--- config.mk ---
export PLATFORM = sky130hd
export DESIGN_NAME = cordic_channel_arbiter
export DESIGN_NICKNAME = d
export VERILOG_FILES = /design/src/rtl/cordic_channel_arbiter.sv
export SDC_FILE = /design/constraint.sdc
export NUM_CORES = 1
export LEC_CHECK = 0
export CORE_MARGIN = 8
export CORE_UTILIZATION = 49
export CTS_BUF_LIST = sky130_fd_sc_hd__clkbuf_8
export DETAILED_ROUTE_END_ITERATION = 7
export HOLD_SLACK_MARGIN = 0.06
export PLACE_DENSITY_LB_ADDON = 0.15
export SLEW_MARGIN = 20
export SYNTH_ARGS = -nofsm -noshare
export SYNTH_HDL_FRONTEND = slang
export SYNTH_SLANG_ARGS = --single-unit
--- constraint.sdc ---
create_clock -name clk -period 4.9 [get_ports clk]
set_input_delay 0.735 -clock clk [delete_from_list [all_inputs] [get_ports clk]]
set_output_delay 0.735 -clock clk [all_outputs]
set_load 0.005 [all_outputs]
--- src/rtl/cordic_channel_arbiter.sv ---
// Round-robin front end that shares one fixed-latency CORDIC core between N_CH angle
// requesters, tracking each issued angle's channel so results come back labelled.
module cordic_channel_arbiter #(
   parameter int N_CH            = 4,
   parameter int INT_ANGLE_WIDTH = 32,
   parameter int INT_DATA_WIDTH  = 20,
   parameter int CORDIC_LATENCY  = 31,
   localparam int CH_W           = $clog2(N_CH)
) (
   input  logic                           clk,
   input  logic                           rst,
   input  logic [N_CH-1:0]                i_ch_enable,
   input  logic [N_CH-1:0]                i_req_valid,
   input  logic [N_CH*INT_ANGLE_WIDTH-1:0] i_req_angle,
   output logic [N_CH-1:0]                o_req_ready,
   output logic                           o_cordic_valid,
   output logic [INT_ANGLE_WIDTH-1:0]     o_cordic_angle,
   input  logic                           i_cordic_valid,
   input  logic [INT_DATA_WIDTH:0]        i_cordic_cos,
   input  logic [INT_DATA_WIDTH:0]        i_cordic_sin,
   output logic                           o_valid,
   output logic [CH_W-1:0]                o_ch,
   output logic [INT_DATA_WIDTH:0]        o_cos,
   output logic [INT_DATA_WIDTH:0]        o_sin,
   output logic                           o_busy,
   output logic                           o_err
);

   localparam int AW  = INT_ANGLE_WIDTH;
   localparam int DW  = INT_DATA_WIDTH + 1;
   localparam int LAT = CORDIC_LATENCY;
   localparam int CW1 = CH_W + 1;
   localparam int FW  = $clog2(CORDIC_LATENCY + 1);
   localparam logic [FW-1:0]   FLUSH_LOAD = FW'(CORDIC_LATENCY);
   localparam logic [CH_W-1:0] LAST_CH    = CH_W'(N_CH - 1);

   logic [FW-1:0]             flush_cnt_q, flush_cnt_d;
   logic                      flush_s;
   logic [N_CH-1:0]           eligible_s;
   logic [N_CH-1:0]           ready_s;
   logic                      grant_vld_s;
   logic [CH_W-1:0]           grant_idx_s;
   logic [CW1-1:0]            scan_s;
   logic [CH_W-1:0]           rr_ptr_q, rr_ptr_d;
   logic                      cvalid_q, cvalid_d;
   logic [AW-1:0]             cangle_q, cangle_d;
   logic [CH_W-1:0]           issue_ch_q, issue_ch_d;
   logic [LAT-1:0]            tag_vld_q, tag_vld_d;
   logic [LAT-1:0][CH_W-1:0]  tag_ch_q, tag_ch_d;
   logic                      tail_vld_s;
   logic [CH_W-1:0]           tail_ch_s;
   logic                      valid_q, valid_d;
   logic [CH_W-1:0]           ch_q, ch_d;
   logic [DW-1:0]             cos_q, cos_d;
   logic [DW-1:0]             sin_q, sin_d;
   logic                      err_q, err_d;

   // The core cannot be reset, so stale results are discarded for one full latency.
   assign flush_s = (flush_cnt_q != {FW{1'b0}});

   always_comb begin
      if (flush_s) begin
         flush_cnt_d = flush_cnt_q - FW'(1);
      end else begin
         flush_cnt_d = flush_cnt_q;
      end
   end

   // Grant is held off during reset as well, so nothing is handed out that cannot issue.
   always_comb begin
      eligible_s  = i_req_valid & i_ch_enable & {N_CH{~flush_s}} & {N_CH{~rst}};
      grant_vld_s = 1'b0;
      grant_idx_s = rr_ptr_q;
      scan_s      = {CW1{1'b0}};
      for (int k = 0; k < N_CH; k++) begin
         scan_s = CW1'(rr_ptr_q) + CW1'(k);
         if (scan_s >= CW1'(N_CH)) begin
            scan_s = scan_s - CW1'(N_CH);
         end else begin
            scan_s = scan_s;
         end
         if (!grant_vld_s && eligible_s[scan_s[CH_W-1:0]]) begin
            grant_vld_s = 1'b1;
            grant_idx_s = scan_s[CH_W-1:0];
         end else begin
            grant_vld_s = grant_vld_s;
         end
      end
      ready_s = {N_CH{1'b0}};
      if (grant_vld_s) begin
         ready_s[grant_idx_s] = 1'b1;
      end else begin
         ready_s = {N_CH{1'b0}};
      end
   end

   always_comb begin
      if (grant_vld_s) begin
         rr_ptr_d   = (grant_idx_s == LAST_CH) ? {CH_W{1'b0}} : grant_idx_s + CH_W'(1);
         cangle_d   = i_req_angle[grant_idx_s*AW +: AW];
         issue_ch_d = grant_idx_s;
      end else begin
         rr_ptr_d   = rr_ptr_q;
         cangle_d   = cangle_q;
         issue_ch_d = issue_ch_q;
      end
      cvalid_d = grant_vld_s;
   end

   always_comb begin
      tag_vld_d[0] = cvalid_q;
      tag_ch_d[0]  = issue_ch_q;
      for (int i = 1; i < LAT; i++) begin
         tag_vld_d[i] = tag_vld_q[i-1];
         tag_ch_d[i]  = tag_ch_q[i-1];
      end
   end

   assign tail_vld_s = tag_vld_q[LAT-1];
   assign tail_ch_s  = tag_ch_q[LAT-1];

   // A result is only accepted when the core strobe and the expected tag agree.
   always_comb begin
      valid_d = i_cordic_valid & tail_vld_s & ~flush_s;
      if (valid_d) begin
         ch_d  = tail_ch_s;
         cos_d = i_cordic_cos;
         sin_d = i_cordic_sin;
      end else begin
         ch_d  = ch_q;
         cos_d = cos_q;
         sin_d = sin_q;
      end
      err_d = err_q | (~flush_s & (i_cordic_valid ^ tail_vld_s));
   end

   always_ff @(posedge clk) begin
      if (rst) begin
         flush_cnt_q <= FLUSH_LOAD;
         rr_ptr_q    <= {CH_W{1'b0}};
         cvalid_q    <= 1'b0;
         cangle_q    <= {AW{1'b0}};
         issue_ch_q  <= {CH_W{1'b0}};
         tag_vld_q   <= {LAT{1'b0}};
         tag_ch_q    <= {(LAT*CH_W){1'b0}};
         valid_q     <= 1'b0;
         ch_q        <= {CH_W{1'b0}};
         cos_q       <= {DW{1'b0}};
         sin_q       <= {DW{1'b0}};
         err_q       <= 1'b0;
      end else begin
         flush_cnt_q <= flush_cnt_d;
         rr_ptr_q    <= rr_ptr_d;
         cvalid_q    <= cvalid_d;
         cangle_q    <= cangle_d;
         issue_ch_q  <= issue_ch_d;
         tag_vld_q   <= tag_vld_d;
         tag_ch_q    <= tag_ch_d;
         valid_q     <= valid_d;
         ch_q        <= ch_d;
         cos_q       <= cos_d;
         sin_q       <= sin_d;
         err_q       <= err_d;
      end
   end

   assign o_req_ready    = ready_s;
   assign o_cordic_valid = cvalid_q;
   assign o_cordic_angle = cangle_q;
   assign o_valid        = valid_q;
   assign o_ch           = ch_q;
   assign o_cos          = cos_q;
   assign o_sin          = sin_q;
   assign o_err          = err_q;
   assign o_busy         = flush_s | cvalid_q | (|tag_vld_q);

endmodule

-- Word level (Yosys, flattened, before mapping)
Cells that the tools add are included.
- register bits: 181
- output and inout port bits: 84
- word-level logic and storage cells: 108
- add/subtract/negate cells: 9
- $lt $le $gt $ge: 10
- eq/ne operators: 1
- shift operators: 1
- mux-type cells: 24
- bitwise operators: 12
- reductions and logical operators: 9
- operators by type and width (kind ; number):
    indexed part select 128 x 8 -> 32 bit ; 1
    OR reduction 31 bit ; 1
    2-to-1 mux 2 bit ; 9
    < comparator 2 x 3 -> 1 bit, second input constant ; 5
    bitwise AND 4 bit ; 3
    greater-or-equal comparator 3 bit, second input constant ; 3
    2-to-1 mux 1 bit ; 9
    binary-select mux 1 bit (select 2 bit) ; 4
    subtractor 2 x 1 -> 2 bit, second input constant ; 4
    adder 2 x 2 -> 3 bit, second input constant ; 2
    nonzero test 5 bit ; 1
    subtractor 5 x 1 -> 5 bit, second input constant ; 1
    logical AND 1 bit ; 4
    2-to-1 mux 4 bit ; 1
    adder 2 x 1 -> 3 bit, second input constant ; 1
    bitwise AND 1 bit ; 3
    greater-or-equal comparator 2 x 3 -> 1 bit, second input constant ; 1
    zero test 1 bit ; 3
    OR 1 bit ; 3
    adder 2 x 1 -> 2 bit, second input constant ; 1
    demux 1 bit (select 2 bit) ; 1
    == test 2 bit, second input constant ; 1
    greater-or-equal comparator 2 x 1 -> 1 bit, second input constant ; 1
    inverter 1 bit ; 2
    XOR 1 bit ; 1

-- Longest topological paths before layout
Gate-level depths: netlist of the first run.
- depth in word-level cells: 21
- gate-level depth with buffers: 12
- depth with buffers taken out: 9

-- Worst setup path before layout of the first run
OpenSTA, ideal clock, no wires.
- path kind: register to output
- start point: reg flush_cnt_q[0]
- end point: out o_req_ready[3]
- arrival time: 2.233 ns
- data required time: 4.165 ns
- setup slack: 1.932 ns
- cell stages (with the launch flop): 11
- cells stage by stage: dfxtp_1 inv_1 ha_1 or4b_4 o31a_1 a31oi_2 buf_6 buf_6 inv_2 ha_1 and2_1
- word-level cells in the longest chain between the ends: 21
- elaborated cells between the ends (all ways): 32
- those cells by class: order compare (2); mux (19); bitwise (3); reduce/logical (8)
- RTL lines (what ; line ; text):
    start, declared ; 37 ; logic [FW-1:0] flush_cnt_q, flush_cnt_d;
    start signal, assigned ; 152 ; flush_cnt_q <= flush_cnt_d;
    nonzero test 5 bit * ; 59 ; assign flush_s = (flush_cnt_q != {FW{1'b0}});
    inverter 1 bit * ; 71 ; eligible_s = i_req_valid & i_ch_enable & {N_CH{~flush_s}} & {N_CH{~rst}};
    bitwise AND 4 bit * (2 in series) ; 71 ;
    binary-select mux 1 bit (select 2 bit) ; 82 ; if (!grant_vld_s && eligible_s[scan_s[CH_W-1:0]]) begin
    2-to-1 mux 1 bit (implied by the code) ; 82 ;
    2-to-1 mux 1 bit ; 82 ;
    zero test 1 bit ; 82 ;
    logical AND 1 bit ; 82 ;
    (+4 left out) ; n/a ;
    zero test 1 bit ; 82 ;
    logical AND 1 bit ; 82 ;
    2-to-1 mux 2 bit ; 82 ;
    < comparator 2 x 3 -> 1 bit (implied by the code) / greater-or-equal comparator 2 x 1 -> 1 bit (equally long branches) ; 91 ; ready_s[grant_idx_s] = 1'b1;
    logical AND 1 bit (implied by the code) ; 91 ;
    2-to-1 mux 1 bit (implied by the code) ; 91 ;
    demux 1 bit (select 2 bit) ; 91 ;
    2-to-1 mux 4 bit * ; 90 ; if (grant_vld_s) begin
    end, declared ; 15 ; output logic [N_CH-1:0] o_req_ready,
Every way passes the cells marked *; elsewhere a longest branch is shown, timed or not. The select of a mux whose other input is x is not followed.

-- Worst setup path after layout of the first run
Ends and elaborated chain as after synthesis.

==> results of run 1 <==
==> routing by layer <==
layer,vias to the layer above,routed length [µm],track usage [%]
met5,-,0,0
met4,0,670,9.98
met3,42,1630,9.39
met2,212,10600,40.5
met1,2811,7040,20.6
li1,2926,-,-
==> worst max-delay path, delay by kind of cell (launching register included) <==
family          cells  cell delay, ns
buf+inv             2            0.63
compound gates      2            0.80
flops               1            0.33
fa+ha+maj           2            0.51
simple gates        3            0.85
==> final cells by class <==
| class | instances | area (µm²) |
|---|---|---|
| Timing Repair Buffer | 274 | 2720 |
| Inverter | 5 | 18.8 |
| Clock buffer | 17 | 234 |
| Multi-Input combinational cell | 462 | 2950 |
| Fill cell | 1008 | 3790 |
| Clock inverter | 15 | 168 |
| Tap cell | 180 | 225 |
| Sequential cell | 181 | 3620 |
==> power by group through the flow <==
stage          logic [µW]  registers (µW)  clock network, µW
3_5_place_dp          238            1510                  0
3_3_place_gp          233            1510                  0
5_1_grt               255            1470               1110
4_1_cts               239            1470               1040
6_report              239            1470               1010
2_1_floorplan        70.7            1510                  0
==> placed cells by master (no fill, tap or decap), types with 3 or more instances in the layout <==
master           count
inv_1                4
inv_6                5
nand4_1              3
a21o_1               4
nand2_1            138
inv_8                3
dfxtp_1            181
nor3_1               4
buf_4               11
clkdlybuf4s50_1    263
a22o_1               4
a32o_1              29
o21ai_0             11
nand3_1              4
clkbuf_8            17
mux2i_1             35
nor4_1               8
or3_1                5
a21oi_1             55
a221o_1             29
and2_1               3
nor2b_1             94
nor2_1               5
ha_1                 4
==> state kept, by name, summed over array words and instances (netlist names) <==
signal / flops
tail_ch_s: 2
o_cordic_valid: 1
flush_cnt_q: 5
tag_ch_d: 60
o_cordic_angle: 32
o_ch: 2
o_sin: 21
issue_ch_q: 2
o_valid: 1
tag_vld_q: 31
rr_ptr_q: 2
o_cos: 21
o_err: 1
==> worst max-delay path by stage <==
stage / from / to / cells past startpoint
finish: flush_cnt_q[0]$_SDFFE_PP1P_ / o_req_ready[3] / 9
floorplan: flush_cnt_q[0]$_SDFFE_PP1P_ / o_req_ready[3] / 10
global placement: i_req_valid[1] / o_req_ready[3] / 8
global route: flush_cnt_q[0]$_SDFFE_PP1P_ / o_req_ready[3] / 9
detailed placement: i_req_valid[3] / o_req_ready[3] / 8
CTS: flush_cnt_q[0]$_SDFFE_PP1P_ / o_req_ready[3] / 9
==> metrics by stage <==
step	util [%]	instances	instance area, µm²	power [µW]
2_1_floorplan	-	699	6810	1580
3_3_place_gp	69.5	1102	9530	1740
3_5_place_dp	69.5	1102	9530	1750
4_1_cts	72.4	1134	9930	2750
5_1_grt	72.4	1134	9930	2840
6_report	72.4	1134	9930	2730
==> kinds of logic after synthesis <==
| family | count (synthesis) |
|---|---|
| simple gates | 273 |
| flops | 181 |
| fa+ha+maj | 4 |
| buf+inv | 56 |
| compound gates | 148 |
| mux | 36 |
| xor+xnor | 1 |
==> impl_summary.txt, run 1 <==
----------------------------------------------------
[Status]
  Result of the run ... finished, final reports clean

[Setup path]
  Cell-by-cell listing of the critical path ... inv_1, ha_1, or4b_4, nor2_4, a31oi_1, o2bb2ai_4, ha_1, and2_1, clkdlybuf4s50_1
  Cells on worst reg2reg path ... 10
  Max incr delay on CP ... 0.64 ns
  Cell with the biggest individual delay on the critical path ... o2bb2ai_4
  Worst setup path class ... reg -> out
  CP most frequent cell ... ha_1
  R2r startpoint ... flush_cnt_q[0]$_SDFFE_PP1P_
  Data arrival time of the critical path ... 3.60 ns
  Reg-to-reg endpoint ... o_cordic_angle[10]$_SDFFE_PP0P_
  Slack of the worst reg-to-reg path ... 1.67 ns
  Setup crit start kind ... flop
  Worst Path Max Fanout ... 33
  Crit end category ... primary output
  Data required time at the worst endpoint ... 4.16 ns

[Drt]
  Number of antenna-violating nets in the routed design ... 0
  Initial drt markers ... 310
  Total Wirelength ... 19900 µm
  Post-route DRC violation count ... 0
  Drt pass-1 iters ... 4
  Via density per instance ... 5.28
  Total via count in the routed design ... 5991
  Final routed wire length divided by cell count ... 17.6 µm

[Final layout]
  Diode insertion count for antenna repair ... 0
  Ratio of cells with drive above 1 in the final layout ... 5.66%
  Area growth from synthesis to final layout ... 45.9%
  Number of nets at the end of the flow ... 1126

[Clocking]
  Clock transition at the registers of the reported paths ... 0.09 ns
  Total CTS buffers ... 17
  Clock tree from TritonCTS ... done
  Cells resized by post-CTS repair ... 0
  CTS sink cnt ... 181
  Worst-case clock buffer depth ... 2
  Clk Latency, worst-skew pair ... 0.46 ns
  Clock tree root buffer cell ... clkbuf_8
  Hold buffers post-CTS ... 0
  H-tree level count ... 4
  Setup repair bufs after CTS ... 0

[Logic synthesis]
  Cell area after synthesis ... 6810 µm²
  Leading cell types by total area after synthesis ... dfxtp_1 53%, nor2b_1 8.6%, nand2_1 7.6%
  Cell taking the most area after synthesis ... dfxtp_1
  Mean instance size in the synthesized netlist ... 9.74 µm²
  Count leader, synth ... dfxtp_1
  Distinct cell type count of the synthesized netlist ... 46
  Multiplexer fraction of the synthesized cell area ... 5.31%
  Area share of the largest cell type after synthesis ... 53.2%
  Cell types with the highest counts after synthesis ... 181 x dfxtp_1, 138 x nand2_1, 94 x nor2b_1
  Top_reg_cell synth ... dfxtp_1
  Synthesized instance count ... 699
  Simple-gate share of the synthesized area ... 20.1%
  Post-synthesis compound-gate area fraction ... 16.5%
  Main combinational cell family by area after synthesis ... simple AND/OR/NAND/NOR gates
  XOR/XNOR Fraction of Synth Area ... 0.129%
  Flops & latches, synth ... 181
  Warning count from the yosys run ... 0
  Number of enable flip-flop cells after synthesis ... 0
  Area share of fa/ha/maj cells after synthesis ... 0.735%
  Post-synth net total ... 884
  Sequential cell area fraction in the yosys report ... 53.2%
  Asr flop ratio synth ... 0%

[Floorplan]
  Total die area ... 17900 µm²
  Die Height ... 134 µm
  Placeable core area ... 13700 µm²
  Initial cell density of the core ... 49.6%
  IO Count ... 265
  Total number of placement rows ... 43
  Die boundary width ... 134 µm

[Timing]
  Worst Setup Slack, final ... 0.566 ns
  Worst hold slack across all endpoints ... 0.438 ns
  Share of the cycle needed by the critical path after routing ... 88.5%
  Relative slew slack ... 38.8%
  Final count of hold timing violations ... 0
  Count of pins over their slew limit ... 0
  Final period demand of the worst path ... 4.33 ns
  Final setup violating endpoints ... 0
  Setup repair after global routing missed its margin ... false
  Max Clk Rate ... 0.231 GHz
  Actual transition at the worst max-transition pin ... 0.918 ns
  Worst clock skew ... 0.0105 ns
  Sum of negative setup slack ... 0 ns

[Placement]
  Half-perimeter wire length of the detailed placement result ... 15200 µm
  Final weighted congestion in routability-driven placement ... 0.885
  Minimum setup slack after placement ... 0.886 ns
  I/O Buffers ... 264

[Pwr]
  Relative contribution of combinational cells to total power ... 8.7%
  Leak Pwr ... 0.00383 µW
  Switching power ... 629 µW
  Cell-internal power ... 2100 µW
  Switching fraction of total power ... 23.1%
  Pwr Density ... 275 nW/µm²
  Share of total power in the clock network ... 37.2%
  Sequential Power Share ... 54.0%
  Peak ir drop on the vdd network ... 0.188 mV

[GRT]
  Sum of overflow across all layers after global routing ... 0
  Largest net degree at the start of global routing ... 101
  Aggregate global-route resource usage ... 22.0%
  Vias in the first global route ... 6302
  Wire length of the first global-routing pass ... 31200 µm
  Initial antenna violation count ... 0

[Worst hold path]
  Hold Path Origin ... tag_ch_d[2]$_SDFF_PP0_
  Hold Path Depth ... 1
  Type of the most critical hold path ... reg -> reg
  Worst-case hold path end point ... tag_ch_d[4]$_SDFF_PP0_

[Run]
  Max cap viols ... 0

----------------------------------------------------
Power figures use the tool's default switching activity.
==> run 2: changes to the inputs <==
--- a/config.mk
+++ b/config.mk
@@ -5,9 +5,12 @@
 export SDC_FILE = /design/constraint.sdc
 export NUM_CORES = 1
 export LEC_CHECK = 0
+export ABC_AREA = 1
+export CORE_ASPECT_RATIO = 1.1
 export CORE_MARGIN = 8
-export CORE_UTILIZATION = 49
+export CORE_UTILIZATION = 51
 export CTS_BUF_LIST = sky130_fd_sc_hd__clkbuf_8
+export CTS_CLUSTER_SIZE = 14
 export DETAILED_ROUTE_END_ITERATION = 7
 export HOLD_SLACK_MARGIN = 0.06
 export PLACE_DENSITY_LB_ADDON = 0.15
==> run 2 against run 1 <==
Against the previous run: die area grew 7.3%; combinational power grew to 11 times the previous value; global-route usage grew 0.81 points; fmax grew 0.75%; largest power group is now combinational cells; clock power shrank 5%; register-to-register slack gained 0.19 ns; highest routed layer unchanged; wire length grew 11%; sequential share of layout area shrank 2.7 points; total power grew 96%.
==> impl_summary.txt, run 2 <==
----------------------------------------------------
[Clocking]
  Setup repair bufs after CTS ... 0
  Clock transition at the registers of the reported paths ... 0.10 ns
  Worst-case clock buffer depth ... 2
  CTS sink cnt ... 181
  Total CTS buffers ... 17
  H-tree level count ... 4
  Hold buffers post-CTS ... 0
  Clock tree from TritonCTS ... done
  Cells resized by post-CTS repair ... 0
  Clk Latency, worst-skew pair ... 0.45 ns
  Clock tree root buffer cell ... clkbuf_8

[Logic synthesis]
  Leading cell types by total area after synthesis ... dfxtp_1 47%, nand2_1 14%, nand3_1 11%
  Cell types with the highest counts after synthesis ... 295 x nand2_1, 181 x dfxtp_1, 171 x nor2_1
  XOR/XNOR Fraction of Synth Area ... 0.212%
  Warning count from the yosys run ... 0
  Area share of the largest cell type after synthesis ... 47.3%
  Multiplexer fraction of the synthesized cell area ... 0%
  Mean instance size in the synthesized netlist ... 6.87 µm²
  Simple-gate share of the synthesized area ... 36.8%
  Cell taking the most area after synthesis ... dfxtp_1
  Asr flop ratio synth ... 0%
  Cell area after synthesis ... 7670 µm²
  Post-synth net total ... 1302
  Post-synthesis compound-gate area fraction ... 3.75%
  Flops & latches, synth ... 181
  Number of enable flip-flop cells after synthesis ... 0
  Top_reg_cell synth ... dfxtp_1
  Count leader, synth ... nand2_1
  Sequential cell area fraction in the yosys report ... 47.3%
  Area share of fa/ha/maj cells after synthesis ... 0.653%
  Distinct cell type count of the synthesized netlist ... 29
  Synthesized instance count ... 1117
  Main combinational cell family by area after synthesis ... simple AND/OR/NAND/NOR gates

[Drt]
  Initial drt markers ... 346
  Final routed wire length divided by cell count ... 14.2 µm
  Total Wirelength ... 22100 µm
  Drt pass-1 iters ... 4
  Number of antenna-violating nets in the routed design ... 0
  Total via count in the routed design ... 7618
  Via density per instance ... 4.90
  Post-route DRC violation count ... 0

[Final layout]
  Most frequent cells in the layout ... 295 x nand2_1, 263 x clkdlybuf4s50_1, 181 x dfxtp_1
  Area growth from synthesis to final layout ... 39.9%
  Number of nets at the end of the flow ... 1531
  Most common library cell in the layout ignoring fill and taps ... nand2_1
  Ratio of cells with drive above 1 in the final layout ... 5.37%
  Count of non-filler cells in the finished layout ... 1556
  Number of flip-flops in the largest register ... 60

[Setup path]
  Data required time at the worst endpoint ... 4.16 ns
  Data arrival time of the critical path ... 3.57 ns
  Crit end category ... primary output
  Cell-by-cell listing of the critical path ... inv_1, ha_1, nand2_2, nor2_4, nand3_1, nand3_1, nand2_1, clkinv_4, nand3_4, nand2_2, buf_4, nor2_1, clkdlybuf4s50_1
  Setup crit start kind ... flop
  Cell with the biggest individual delay on the critical path ... clkdlybuf4s50_1
  Max incr delay on CP ... 0.46 ns
  Worst Path Max Fanout ... 33
  Worst setup path class ... reg -> out

[Timing]
  Relative slew slack ... 41.1%
  Final count of hold timing violations ... 0
  Final period demand of the worst path ... 4.30 ns
  Count of pins over their slew limit ... 0
  Worst hold slack across all endpoints ... 0.397 ns
  Max Clk Rate ... 0.232 GHz
  Share of the cycle needed by the critical path after routing ... 87.8%
  Final setup violating endpoints ... 0
  Actual transition at the worst max-transition pin ... 0.884 ns
  Setup repair after global routing missed its margin ... false
  Sum of negative setup slack ... 0 ns
  Worst clock skew ... 0.0170 ns

[Floorplan]
  IO Count ... 265
  Total number of placement rows ... 47
  Total die area ... 19200 µm²
  Initial cell density of the core ... 51.5%
  Placeable core area ... 14900 µm²
  Die Height ... 145 µm
  Die boundary width ... 133 µm

[Worst hold path]
  Type of the most critical hold path ... reg -> reg

[GRT]
  Sum of overflow across all layers after global routing ... 0
  Aggregate global-route resource usage ... 22.8%
  Largest net degree at the start of global routing ... 90
  Wire length of the first global-routing pass ... 35400 µm
  Vias in the first global route ... 7319
  Initial antenna violation count ... 1

[Placement]
  Final weighted congestion in routability-driven placement ... 0.908
  Number of instances in the placed design ... 1523
  I/O Buffers ... 264
  Half-perimeter wire length of the detailed placement result ... 16300 µm

[Pwr]
  Leak Pwr ... 0.00465 µW
  Power Total ... 5340 µW
  Peak ir drop on the vdd network ... 0.439 mV
  Pwr Density ... 498 nW/µm²

[Status]
  Result of the run ... finished, final reports clean

[Run]
  Max cap viols ... 0

----------------------------------------------------
[run 2: changes by cell type after synthesis, sizes merged, moves of 35 or more]
cell | previous run | this run
nand2 | 138 | 307
nor2 | 7 | 174
inv | 5 | 146
nand3 | 4 | 166
nor2b | 94 | 0
mux2i | 35 | 0
[run 2: where the power goes]
group | switching [µW] | total (µW) | internal [µW]
Combinational | 1670 | 2690 | 1020
Clock | 577 | 960 | 383
Sequential | 73.8 | 1700 | 1620
Total | 2320 | 5340 | 3030
[run 2: routing by layer]
metal | track usage (%) | vias to the layer above | part of all wire (%)
li1 | - | 3887 | -
met1 | 24.2 | 3429 | 40
met2 | 40.1 | 272 | 49
met3 | 8.79 | 30 | 9.2
met4 | 8.55 | 0 | 2.5
met5 | 0 | - | 0
[run 2: cells by family (layout without fill, tap and decap cells)]
| family | after synthesis | after routing |
|---|---|---|
| AOI/OAI and AO/OA | 56 | 56 |
| other | 0 | 1 |
| and+or+nand+nor | 661 | 661 |
| DFF | 181 | 181 |
| adders and majority gates | 4 | 4 |
| xor gates and xnor gates | 1 | 1 |
| buffers and inverters | 214 | 456 |
[run 2: worst max-delay path, delay by kind of cell (launching register included)]
family | cells | cell delay [ns]
buf+inv | 4 | 0.99
simple gates | 8 | 1.58
flops | 1 | 0.32
fa+ha+maj | 1 | 0.21
[run 2: per-stage QoR]
stage	utilization (%)	cell area [µm²]	worst slack, ns
2_1_floorplan	-	7670	1.96
3_3_place_gp	69.5	10300	0.687
3_5_place_dp	69.5	10300	0.632
4_1_cts	72.1	10700	0.592
5_1_grt	72.1	10700	0.327
6_report	72.1	10700	0.598
[run 2: final cells by class]
class                   count  area (µm²)
inverters                 148         561
diodes                      1        2.50
fillers                  1256        4150
repair buffers            276        2730
clock inverters            15         158
flip-flops and latches    181        3620
multi-input cells         722        3180
clock buffers              17         234
well taps                 196         245
[run 2: final timing paths]
kind,startpoint,end,slack [ns],cells past startpoint
setup / recovery,flush_cnt_q[0]$_SDFFE_PP1P_,o_req_ready[1],0.60,13
hold / removal,tag_ch_d[45]$_SDFF_PP0_,tag_ch_d[47]$_SDFF_PP0_,0.40,2
setup reg to reg,flush_cnt_q[0]$_SDFFE_PP1P_,o_cordic_angle[18]$_SDFFE_PP0P_,1.86,17
hold reg to reg,tag_ch_d[45]$_SDFF_PP0_,tag_ch_d[47]$_SDFF_PP0_,0.40,2
==> run 3: changes to the inputs <==
--- a/config.mk
+++ b/config.mk
@@ -7,7 +7,7 @@
 export LEC_CHECK = 0
 export ABC_AREA = 1
 export CORE_ASPECT_RATIO = 1.1
-export CORE_MARGIN = 8
+export CORE_MARGIN = 10
 export CORE_UTILIZATION = 51
 export CTS_BUF_LIST = sky130_fd_sc_hd__clkbuf_8
 export CTS_CLUSTER_SIZE = 14
==> run 3 against run 2 <==
Against the previous run: first-iteration DRC count is 15% higher; largest cell class unchanged; register-to-register slack worse by 0.07 ns; total power is 0.53% higher; final cell count is 0.19% lower; core utilization is 1.7 points higher; setup slack worse by 0.14 ns; via count is 1.4% lower; clock power is 2% higher; die area is 5.9% higher.
==> impl_summary.txt, run 3 (synthesis results as in run 2) <==
----------------------------------------------------
[GRT]
  GRT met2 Usage ... 37.6%
  Met1 global-route usage ... 24.0%
  Largest net degree at the start of global routing ... 74
  Sum of overflow across all layers after global routing ... 0
  Aggregate global-route resource usage ... 22.0%
  Most used routing layer ... met2
  Initial antenna violation count ... 1
  Global-route track usage on met3 ... 9.23%
  Vias in the first global route ... 7428
  Wire length of the first global-routing pass ... 36300 µm

[Final layout]
  Most common library cell in the layout ignoring fill and taps ... nand2_1
  Count of non-filler cells in the finished layout ... 1553
  Most frequent cells in the layout ... 295 x nand2_1, 263 x clkdlybuf4s50_1, 181 x dfxtp_1
  Number of flip-flops in the largest register ... 60
  Multi-input combinational cell area ... 3180 µm²
  Reg area ... 3620 µm²
  Area growth from synthesis to final layout ... 40.1%
  Finished Core Util ... 73.8%
  Number of nets at the end of the flow ... 1532
  Number of fill cells ... 1189
  Ratio of cells with drive above 1 in the final layout ... 5.44%

[Timing]
  Final setup violating endpoints ... 0
  Max Clk Rate ... 0.225 GHz
  Worst clock skew ... 0.0182 ns
  Final count of hold timing violations ... 0
  Worst Setup Slack, final ... 0.459 ns
  Final period demand of the worst path ... 4.44 ns
  Setup repair after global routing missed its margin ... false
  Sum of negative setup slack ... 0 ns
  Actual transition at the worst max-transition pin ... 0.840 ns
  Count of pins over their slew limit ... 0
  Share of the cycle needed by the critical path after routing ... 90.6%
  Relative slew slack ... 44.0%

[Clocking]
  Clock tree root buffer cell ... clkbuf_8
  Clk Latency, worst-skew pair ... 0.46 ns
  Setup repair bufs after CTS ... 0
  Cells resized by post-CTS repair ... 0
  Total CTS buffers ... 17
  Clock transition at the registers of the reported paths ... 0.10 ns
  Worst-case clock buffer depth ... 2
  Clock tree from TritonCTS ... done
  Hold buffers post-CTS ... 0
  H-tree level count ... 4
  CTS sink cnt ... 181

[Placement]
  I/O Buffers ... 264
  Final weighted congestion in routability-driven placement ... 0.891
  Half-perimeter wire length of the detailed placement result ... 17000 µm
  Number of instances in the placed design ... 1520
  Minimum setup slack after placement ... 0.708 ns

[Drt]
  Via density per instance ... 4.84
  Drt pass-1 iters ... 5
  Final routed wire length divided by cell count ... 14.5 µm
  Total via count in the routed design ... 7509
  Initial drt markers ... 397
  Number of antenna-violating nets in the routed design ... 0
  Total Wirelength ... 22500 µm
  Post-route DRC violation count ... 0

[Floorplan]
  IO Count ... 265
  Total die area ... 20300 µm²
  Initial cell density of the core ... 52.7%
  Die boundary width ... 137 µm
  Total number of placement rows ... 46
  Placeable core area ... 14600 µm²
  Die Height ... 149 µm

[Setup path]
  Worst setup path class ... reg -> out
  Data arrival time of the critical path ... 3.71 ns
  Data required time at the worst endpoint ... 4.16 ns
  Worst Path Max Fanout ... 32
  Slack of the worst reg-to-reg path ... 1.79 ns
  Setup crit start kind ... flop
  Crit end category ... primary output

[Worst hold path]
  Type of the most critical hold path ... reg -> reg

[Pwr]
  Leak Pwr ... 0.00466 µW
  Pwr Density ... 500 nW/µm²
  Power Total ... 5370 µW
  Peak ir drop on the vdd network ... 0.461 mV

[Run]
  Max cap viols ... 0

[Status]
  Result of the run ... finished, final reports clean

----------------------------------------------------
==> run 3: cell types whose count changed in the layout (fill, tap and decap cells not counted) <==
cell / change
inv_6: -3
buf_4: +1
clkinv_4: +1
clkinv_8: +1
inv_8: +1
==> run 3: worst paths after layout <==
path / startpoint / end / depth (start not counted)
setup / recovery: flush_cnt_q[0]$_SDFFE_PP1P_ / o_req_ready[3] / 19
hold / removal: tag_ch_d[2]$_SDFF_PP0_ / tag_ch_d[4]$_SDFF_PP0_ / 2
setup reg to reg: flush_cnt_q[0]$_SDFFE_PP1P_ / o_cordic_angle[9]$_SDFFE_PP0P_ / 18
hold reg to reg: tag_ch_d[2]$_SDFF_PP0_ / tag_ch_d[4]$_SDFF_PP0_ / 2
==> run 3: worst max-delay path, cell delays in order, from the launching register on <==
cell and delay (ns):
dfxtp_1 0.32, inv_1 0.11, ha_1 0.19, nand2_2 0.09, nor2_4 0.18, buf_4 0.34
nand3_1 0.17, nand2_1 0.11, nand2_1 0.08, nand2_2 0.10, nand2_1 0.09, nand2_1 0.08
nand3_1 0.11, nand2_1 0.08, nand2_1 0.07, nand2_2 0.25, ha_1 0.20, inv_1 0.05
nor2_1 0.09, clkdlybuf4s50_1 0.56
==> run 3: power breakdown <==
group          total [µW]  switching (µW)  leakage, µW  internal [µW]
Sequential           1700            74.8      0.00147           1620
Combinational        2700            1670      0.00299           1020
Clock                 979             594     0.000202            386
Total                5370            2340      0.00466           3030
==> run 3: layer usage <==
metal  up-vias  share of wire, %
met5         -                 0
met4         0               2.2
met3        27                10
met2       250                48
met1      3348                40
li1       3884                 -
==> run 3: cell type report <==
class / count / share of cell area [%]
clock inverter: 15 / 1.56
clock buffer: 17 / 2.18
multi-input combinational: 722 / 29.6
antenna: 1 / 0.0233
timing repair buffer: 277 / 25.5
tap: 192 / 2.24
inverter: 148 / 5.22
sequential: 181 / 33.7
==> run 3: metrics by stage <==
| step | hold WS [ns] | area, µm² |
|---|---|---|
| global route | 0.405 | 10700 |
| detailed placement | 0.393 | 10300 |
| finish | 0.396 | 10700 |
| global placement | 0.389 | 10300 |
| floorplan | 0.388 | 7670 |
| CTS | 0.398 | 10700 |
